## config.mk

```make
export PLATFORM = sky130hd
export DESIGN_NAME = dual_tdm_demux_flat
export DESIGN_NICKNAME = d
export VERILOG_FILES = /design/src/rtl/tdm_pkg.sv /design/src/rtl/dual_tdm_demux_if.sv /design/src/rtl/tdm_slot_timer.sv /design/src/rtl/dual_tdm_demux.sv /design/src/flat_wrapper.sv
export SDC_FILE = /design/constraint.sdc
export NUM_CORES = 1
export LEC_CHECK = 0
export ABC_AREA = 1
export BUFFER_PORTS_ARGS = -buffer_cell sky130_fd_sc_hd__buf_4
export CAP_MARGIN = 20
export CORE_MARGIN = 1
export CORE_UTILIZATION = 30
export DETAILED_ROUTE_END_ITERATION = 8
export GPL_TIMING_DRIVEN = 0
export PLACE_DENSITY = 0.59
export SLEW_MARGIN = 20
export SYNTH_ARGS = -nofsm -noshare
export SYNTH_HDL_FRONTEND = slang
export SYNTH_SLANG_ARGS = --single-unit
```

## constraint.sdc

```tcl
create_clock -name CLK -period 1.9 [get_ports CLK]
set_clock_uncertainty 0.1 [all_clocks]
set_input_delay 0.095 -clock CLK [delete_from_list [all_inputs] [get_ports CLK]]
set_output_delay 0.095 -clock CLK [all_outputs]
set_load 0.05 [all_outputs]
```

## src/rtl/tdm_pkg.sv

```systemverilog
// tdm_pkg: shared state encoding and slot geometry for the dual TDM demux
package tdm_pkg;
  typedef enum logic {IDLE, SCAN} state_t;
  localparam int SLOT_W = 2;
  localparam int NUM_SLOTS = 4;
endpackage

```

## src/rtl/dual_tdm_demux_if.sv

```systemverilog
// dual_tdm_demux_if: select/serial/parallel pins between the selector pair and the demux
interface dual_tdm_demux_if;
  logic       RUN;
  logic [1:0] EN_n;
  logic       Y1;
  logic       Y2;
  logic       A;
  logic       B;
  logic [3:0] Q1;
  logic [3:0] Q2;
  logic       VALID1;
  logic       VALID2;
  modport master (output RUN, EN_n, Y1, Y2, input A, B, Q1, Q2, VALID1, VALID2);
  modport slave (input RUN, EN_n, Y1, Y2, output A, B, Q1, Q2, VALID1, VALID2);
endinterface

```

## src/rtl/tdm_slot_timer.sv

```systemverilog
// tdm_slot_timer: dwell and slot counters with sample and frame-end strobes
module tdm_slot_timer
  import tdm_pkg::*;
#(
  parameter int DWELL = 4
) (
  input  logic              i_clk,
  input  logic              i_rst,
  input  logic              i_clear,
  input  logic              i_run,
  output logic [SLOT_W-1:0] o_slot,
  output logic              o_sample,
  output logic              o_frame_end
);
  localparam int CW = DWELL > 1 ? $clog2(DWELL) : 1;
  logic [CW-1:0]     r_cnt;
  logic [SLOT_W-1:0] r_slot;
  assign o_slot      = r_slot;
  assign o_sample    = i_run && r_cnt == CW'(DWELL - 1);
  assign o_frame_end = o_sample && r_slot == SLOT_W'(NUM_SLOTS - 1);
  // count dwell cycles; the slot advances (mod 4) on each sample edge
  always_ff @(posedge i_clk) begin
    if (i_rst || i_clear) begin
      r_cnt  <= '0;
      r_slot <= '0;
    end else if (i_run) begin
      r_cnt  <= o_sample ? '0 : r_cnt + 1'b1;
      r_slot <= o_sample ? r_slot + 1'b1 : r_slot;
    end
  end
endmodule

```

## src/rtl/dual_tdm_demux.sv

```systemverilog
// dual_tdm_demux: scans selector slots, rebuilds two 4-bit words (DUAL_TDM_DEMUX_HOLD_EN holds disabled Q)
module dual_tdm_demux
  import tdm_pkg::*;
#(
  parameter int DWELL = 4
) (
  input  logic           CLK,
  input  logic           RST,
  dual_tdm_demux_if.slave bus
);
  state_t            r_state;
  state_t            w_next;
  logic [SLOT_W-1:0] w_slot;
  logic              w_sample;
  logic              w_frame_end;
  logic              w_run;
  logic              w_clear;
  logic [2:0]        r_sh1;
  logic [2:0]        r_sh2;
  logic [3:0]        r_q1;
  logic [3:0]        r_q2;
  logic              r_v1;
  logic              r_v2;
  logic [3:0]        w_off1;
  logic [3:0]        w_off2;
  assign w_run   = r_state == SCAN;
  assign w_clear = !(w_run && bus.RUN);
`ifdef DUAL_TDM_DEMUX_HOLD_EN
  assign w_off1 = r_q1;
  assign w_off2 = r_q2;
`else
  assign w_off1 = '0;
  assign w_off2 = '0;
`endif
  tdm_slot_timer #(.DWELL(DWELL)) u_timer (
    .i_clk      (CLK),
    .i_rst      (RST),
    .i_clear    (w_clear),
    .i_run      (w_run),
    .o_slot     (w_slot),
    .o_sample   (w_sample),
    .o_frame_end(w_frame_end)
  );
  // state register
  always_ff @(posedge CLK) begin
    r_state <= RST ? IDLE : w_next;
  end
  // RUN alone decides: enter/continue scanning, or abort/stop after a frame
  always_comb begin
    w_next = r_state;
    w_next = bus.RUN ? SCAN : IDLE;
  end
  // capture slots 0..2; slot 3 goes straight into the published word
  always_ff @(posedge CLK) begin
    if (RST) begin
      r_sh1 <= '0;
      r_sh2 <= '0;
    end else begin
      for (int k = 0; k < NUM_SLOTS - 1; k++) begin
        if (w_sample && w_slot == SLOT_W'(k)) begin
          r_sh1[k] <= bus.Y1;
          r_sh2[k] <= bus.Y2;
        end
      end
    end
  end
  // publish at frame end, gated by the enables sampled at that edge
  always_ff @(posedge CLK) begin
    if (RST) begin
      r_q1 <= '0;
      r_q2 <= '0;
      r_v1 <= 1'b0;
      r_v2 <= 1'b0;
    end else begin
      r_v1 <= w_frame_end && !bus.EN_n[0];
      r_v2 <= w_frame_end && !bus.EN_n[1];
      if (w_frame_end) begin
        r_q1 <= !bus.EN_n[0] ? {bus.Y1, r_sh1} : w_off1;
        r_q2 <= !bus.EN_n[1] ? {bus.Y2, r_sh2} : w_off2;
      end
    end
  end
  assign bus.A      = w_slot[0];
  assign bus.B      = w_slot[1];
  assign bus.Q1     = r_q1;
  assign bus.Q2     = r_q2;
  assign bus.VALID1 = r_v1;
  assign bus.VALID2 = r_v2;
endmodule
```

## src/flat_wrapper.sv

```systemverilog
// flat-port wrapper written by rule: the top's interface ports become plain ports
module dual_tdm_demux_flat import tdm_pkg::*;
#(
  parameter int DWELL = 4
)
  (CLK, RST, bus_RUN, bus_EN_n, bus_Y1, bus_Y2, bus_A, bus_B, bus_Q1, bus_Q2, bus_VALID1, bus_VALID2);
  dual_tdm_demux_if bus_i ();
  input  logic CLK;
  input  logic RST;
  input wire logic [$bits(bus_i.RUN)-1:0] bus_RUN;
  input wire logic [$bits(bus_i.EN_n)-1:0] bus_EN_n;
  input wire logic [$bits(bus_i.Y1)-1:0] bus_Y1;
  input wire logic [$bits(bus_i.Y2)-1:0] bus_Y2;
  output wire logic [$bits(bus_i.A)-1:0] bus_A;
  output wire logic [$bits(bus_i.B)-1:0] bus_B;
  output wire logic [$bits(bus_i.Q1)-1:0] bus_Q1;
  output wire logic [$bits(bus_i.Q2)-1:0] bus_Q2;
  output wire logic [$bits(bus_i.VALID1)-1:0] bus_VALID1;
  output wire logic [$bits(bus_i.VALID2)-1:0] bus_VALID2;
  assign bus_i.RUN = bus_RUN;
  assign bus_i.EN_n = bus_EN_n;
  assign bus_i.Y1 = bus_Y1;
  assign bus_i.Y2 = bus_Y2;
  assign bus_A = bus_i.A;
  assign bus_B = bus_i.B;
  assign bus_Q1 = bus_i.Q1;
  assign bus_Q2 = bus_i.Q2;
  assign bus_VALID1 = bus_i.VALID1;
  assign bus_VALID2 = bus_i.VALID2;
  dual_tdm_demux #(.DWELL(DWELL)) u_core (.CLK(CLK), .RST(RST), .bus(bus_i));
endmodule
```

# [Yosys cells after proc, flatten, opt, wreduce, memory -nomap -nowiden]
# Index checks and enable logic that the tools add are counted.
[word_totals] register_bits=21 out_inout_bits=12 wordCells=37
[classes] add_sub_neg=2 n_eq_ne=4 mux=4 n_reduce_logical=14
[op_table] operator="$logic_and 1x1->1" count=8
[op_table] operator="$mux 4" count=2
[op_table] operator="$eq 2x2->1 const B" count=3
[op_table] operator="$add 2x1->2 const B" count=2
[op_table] operator="$logic_not 1->1" count=3
[op_table] operator="$eq 2x1->1 const B" count=1
[op_table] operator="$logic_not 2->1" count=1
[op_table] operator="$mux 2" count=1
[op_table] operator="$reduce_and 2->1" count=1
[op_table] operator="$logic_or 1x1->1" count=1
[op_table] operator="$mux 1" count=1

# [Logic depth before layout (Yosys ltp)]
[depth] ltp_word=4 ltp_mapped=6 depth_no_buf=6

# [Hierarchy]
# Synthesis repeated with hierarchy kept, for this count alone.
[hier_totals] hier_cells=110 area_unflattened_um2=845.8
[by_module_without_submodules] mod="dual_tdm_demux" n_inst=1 cells_each=82 area_per_inst_um2=631.9 seq_area_each_um2=340.3
[by_module_without_submodules] mod="tdm_slot_timer" n_inst=1 cells_each=28 area_per_inst_um2=214.0 seq_area_each_um2=80.1

# [Least setup slack after synthesis]
# No wires, ideal clock.
[synth_path] path_kind="flip-flop to flip-flop" start="register u_core.u_timer.r_slot[0], in the netlist u_core.u_timer.o_slot[0]" end="register u_core.r_q1[3], in the netlist u_core.bus.Q1[3]" setup_ns=0.111 arrival_time_ns=1.357 slack_ns=0.333 stages_incl_launch_ff=6 period_less_slack_ns=1.567 cell_sequence="dfxtp_1 -> ha_1 -> nand3_4 -> buf_12 -> nor2_4 -> nor2_2"
[synth_between] elab_chain_len=2
[synth_lines] item="from (decl)" line_no="tdm_slot_timer.sv:17" rtl="logic [SLOT_W-1:0] r_slot;"
[synth_lines] item="from (signal assigned)" line_no="tdm_slot_timer.sv:28" rtl="r_slot <= o_sample ? r_slot + 1'b1 : r_slot;"
[synth_lines] item="$eq 2x2->1" line_no="tdm_slot_timer.sv:20" rtl="assign o_frame_end = o_sample && r_slot == SLOT_W'(NUM_SLOTS - 1);"
[synth_lines] item="$logic_and 1x1->1" line_no="tdm_slot_timer.sv:20"
[synth_lines] item="to (signal assigned)" line_no="dual_tdm_demux.sv:78" rtl="r_q1 <= !bus.EN_n[0] ? {bus.Y1, r_sh1} : w_off1;"
[synth_lines] item="to (decl)" line_no="dual_tdm_demux.sv:20" rtl="logic [3:0] r_q1;"
# Every way passes these cells.
# A chain may end at the register's enable or synchronous reset.

# [Final worst setup path]
[layout_path] start="register u_core.u_timer.r_slot[0], in the netlist u_core.u_timer.o_slot[0]" end="register u_core.r_v1, in the netlist u_core.bus.VALID1"
[layout_between] elab_chain_len=3
[layout_lines] item="$eq 2x2->1" line_no="tdm_slot_timer.sv:20"
[layout_lines] item="$logic_and 1x1->1" line_no="tdm_slot_timer.sv:20"
[layout_lines] item="$logic_and 1x1->1" line_no="dual_tdm_demux.sv:75" rtl="r_v1 <= w_frame_end && !bus.EN_n[0];"
[layout_lines] item="to (signal assigned)" line_no="dual_tdm_demux.sv:75"
[layout_lines] item="to (decl)" line_no="dual_tdm_demux.sv:22" rtl="logic r_v1;"
# Every way passes these cells.

==> run metrics <==
IO Count 19; total power just over 700 uW; Final period util 93.6%; fill count roughly 340; P&R area growth vs syn 30.7%; ANT nets after route 0; Mapped Area 975 um2; Avg Vias per Cell 3.91; CP Buf/Inv Count 2; number of global-route vias before repair approximately 710; CTS tree done; Synth warnings 0; Root Buffer clkbuf_4; Core Box Area 0.00308 mm2; P_leak between 0.0006 and 0.0007 uW; end of the worst register-to-register path u_core.bus.VALID1$_SDFF_PP0_; Wirelength per Cell about 8.2 um; maximum vdd drop between 0.5 and 0.6 mV; CP startpoint u_core.u_timer.o_slot[0]$_SDFFE_PP0P_; NumNets Final around 180; Die Y just under 60 um; die area ~0.0035 mm2; Stages on worst setup path 5; PortBufs 18; Post-DP Area roughly 0.0012 mm2; clock-pin transition on the worst setup and hold timing paths between 100 and 150 ps; Slew Limit Fails 0; Setup TNS 0 ps; RSZ-0062 raised after global routing no; Worst Path Arrival between 1500 and 2000 ps; clk buf depth 2; MaxCap Viol Count 0; ANT cells 0; initial antenna violation count 0; CTS Buf Count 3; Cells after DPL roughly 190; total congestion overflow 0; via count ~800; clock tree sinks 21; CTS HTree Levels 1; First-pass DRT Iterations 4; std cell rows 20; CP Data Required Time approximately 2100 ps; largest net degree at the start of global routing 13; Final Critical Period around 1800 ps; synthesized area per cell about 7.4 um2; Rel. slew slack between 80 and 90%; sequential element share of the synthesized area between 40% and 50%; GPL Wtd Cong ~0.72; slew of the pin with the lowest slew margin roughly 190 ps; PD cells 554 mW/mm2; non-filler instance count after layout 206; startpoint types flip-flop; syn_nets roughly 140; Max Freq around 0.56 GHz; critical path type reg -> reg; clock latency on the worst-skew pair 300 ps; Netlist cell types 17; Die Wd about 59 um; CP Capture Point u_core.bus.VALID1$_SDFF_PP0_; worst-path fanout max 10; first-pass GRT wire length slightly below 3 mm; GRT Overall Usage between 10% and 20%; share of cells above drive strength 1 approximately a quarter; flops & latches, synth 21; Hold Crit Class in -> reg; Setup crit end kind flip-flop; crit path cell chain ha_1 > nand3_4 > buf_12 > nor3_2 > dlygate4sd3_1; final setup violation count 0; R2R Path Start u_core.u_timer.o_slot[0]$_SDFFE_PP0P_; DRC viols 0; initial DRC count 18; HPWL Detailed 1.25 mm; post-synthesis instance total around 130; hold_sp bus_RUN; Top Family by Delay on Critical Path buffers and inverters; status completed; Critical Path Max Stage Delay 560 ps; FF-to-FF path depth 5; slowest cell on the critical path dlygate4sd3_1; final hold violation count 0; r2r setup slk 120 ps; Initial Util 31.7%; Final Cell Area between 0.001 and 0.0015 mm2; DRT Wirelength between 1.5 and 2 mm
[flip-flops by register name, summed over array words and instances, names as in the netlist]
name                   cells
u_core.bus.Q2              4
u_core.bus.Q1              4
u_core.r_state             1
u_core.r_sh1               3
u_core.r_sh2               3
u_core.bus.VALID2          1
u_core.bus.VALID1          1
u_core.u_timer.r_cnt       2
u_core.u_timer.o_slot      2
[how the worst min path moves through the flow]
stage                                                       end  slack, ps  cells after the start
after floorplan                    u_core.bus.VALID1$_SDFF_PP0_         60                      1
after global placement             u_core.bus.VALID1$_SDFF_PP0_        200                      2
after detailed placement           u_core.bus.VALID1$_SDFF_PP0_        210                      2
after CTS                  u_core.u_timer.r_cnt[1]$_SDFFE_PP0P_         20                      3
after global routing      u_core.u_timer.o_slot[1]$_SDFFE_PP0P_         20                      3
final                      u_core.u_timer.r_cnt[1]$_SDFFE_PP0P_         20                      3
[through the flow]
step | utilization (%) | hold WS, ps | setup WS [ps]
6_report | 41.4 | 23.5 | 121
5_1_grt | 41.4 | 17.3 | 1.02
4_1_cts | 41.3 | 16.4 | 97.4
3_5_place_dp | 37.8 | 206 | 589
3_3_place_gp | 37.8 | 204 | 630
2_1_floorplan | - | 64.0 | 333
[worst register-to-register path: stages (launching register included)]
cell	delay, ps
dfxtp_1	420
ha_1	220
nand3_4	160
buf_12	200
nor3_2	100
dlygate4sd3_1	560
[per-layer routing]
layer  global-route usage [%]  wire, um  vias up
li1                         -         -      449
met1                     13.1       805      336
met2                     19.8       793       19
met3                     4.59        80        2
met4                     3.06         8        0
met5                        0         0        -
[synthesized netlist by cell type]
library cell	count	area [um2]
nand3_1	6	30.0
nor2_1	29	109
nand3_4	1	17.5
buf_6	1	11.3
inv_2	1	3.75
nor2_2	8	50.1
dfxtp_1	21	420
inv_1	20	75.1
buf_4	1	7.51
a21oi_1	2	10.0
buf_12	1	20.0
ha_1	5	62.6
buf_2	1	5.00
nor3_2	2	20.0
nor2_4	1	11.3
nor3_1	1	5.00
nand2_1	31	116
[cells in the final DEF, fill, tap and decap left out]
master	n
nand2_1	31
nor2_1	29
inv_1	20
dfxtp_1	20
buf_4	19
nor2_2	8
dlygate4sd3_1	8
nand3_1	6
ha_1	5
clkbuf_4	3
a21oi_1	2
nor3_2	2
buf_6	1
nand3_4	1
buf_12	1
inv_2	1
buf_2	1
nor3_1	1
nor2_4	1
clkinv_2	1
dfxtp_2	1
[where the power goes]
group          internal [uW]  switching (uW)  total [uW]
combinational           20.7            21.2        41.9
clock                   78.7             142         221
sequential               442           0.571         442
[kinds of logic (layout without fill, tap and decap cells)]
family	Yosys count	after routing	synth area share, %
compound gates	2	2	1.03
buf+inv	25	55	12.6
simple gates	79	79	36.8
flops	21	21	43.1
fa+ha+maj	5	5	6.42
[final cells by class]
cell class,instances,area [um2],area share (%)
clock inverter,1,5.00,0.393
clock buffer,3,22.5,1.77
timing repair buffer,26,215,16.9
sequential,21,422,33.1
tap,44,55.1,4.32
multi-input combinational,86,432,33.9
buffer,4,43.8,3.44
inverter,21,78.8,6.19
[repair_timing]
action,in CTS,in global routing
setup buffers,0,0
hold endpoints to repair,13,0
hold buffers,8,0
resized for setup,0,1
setup endpoints to repair,0,1
Power figures use the tool's default switching activity.
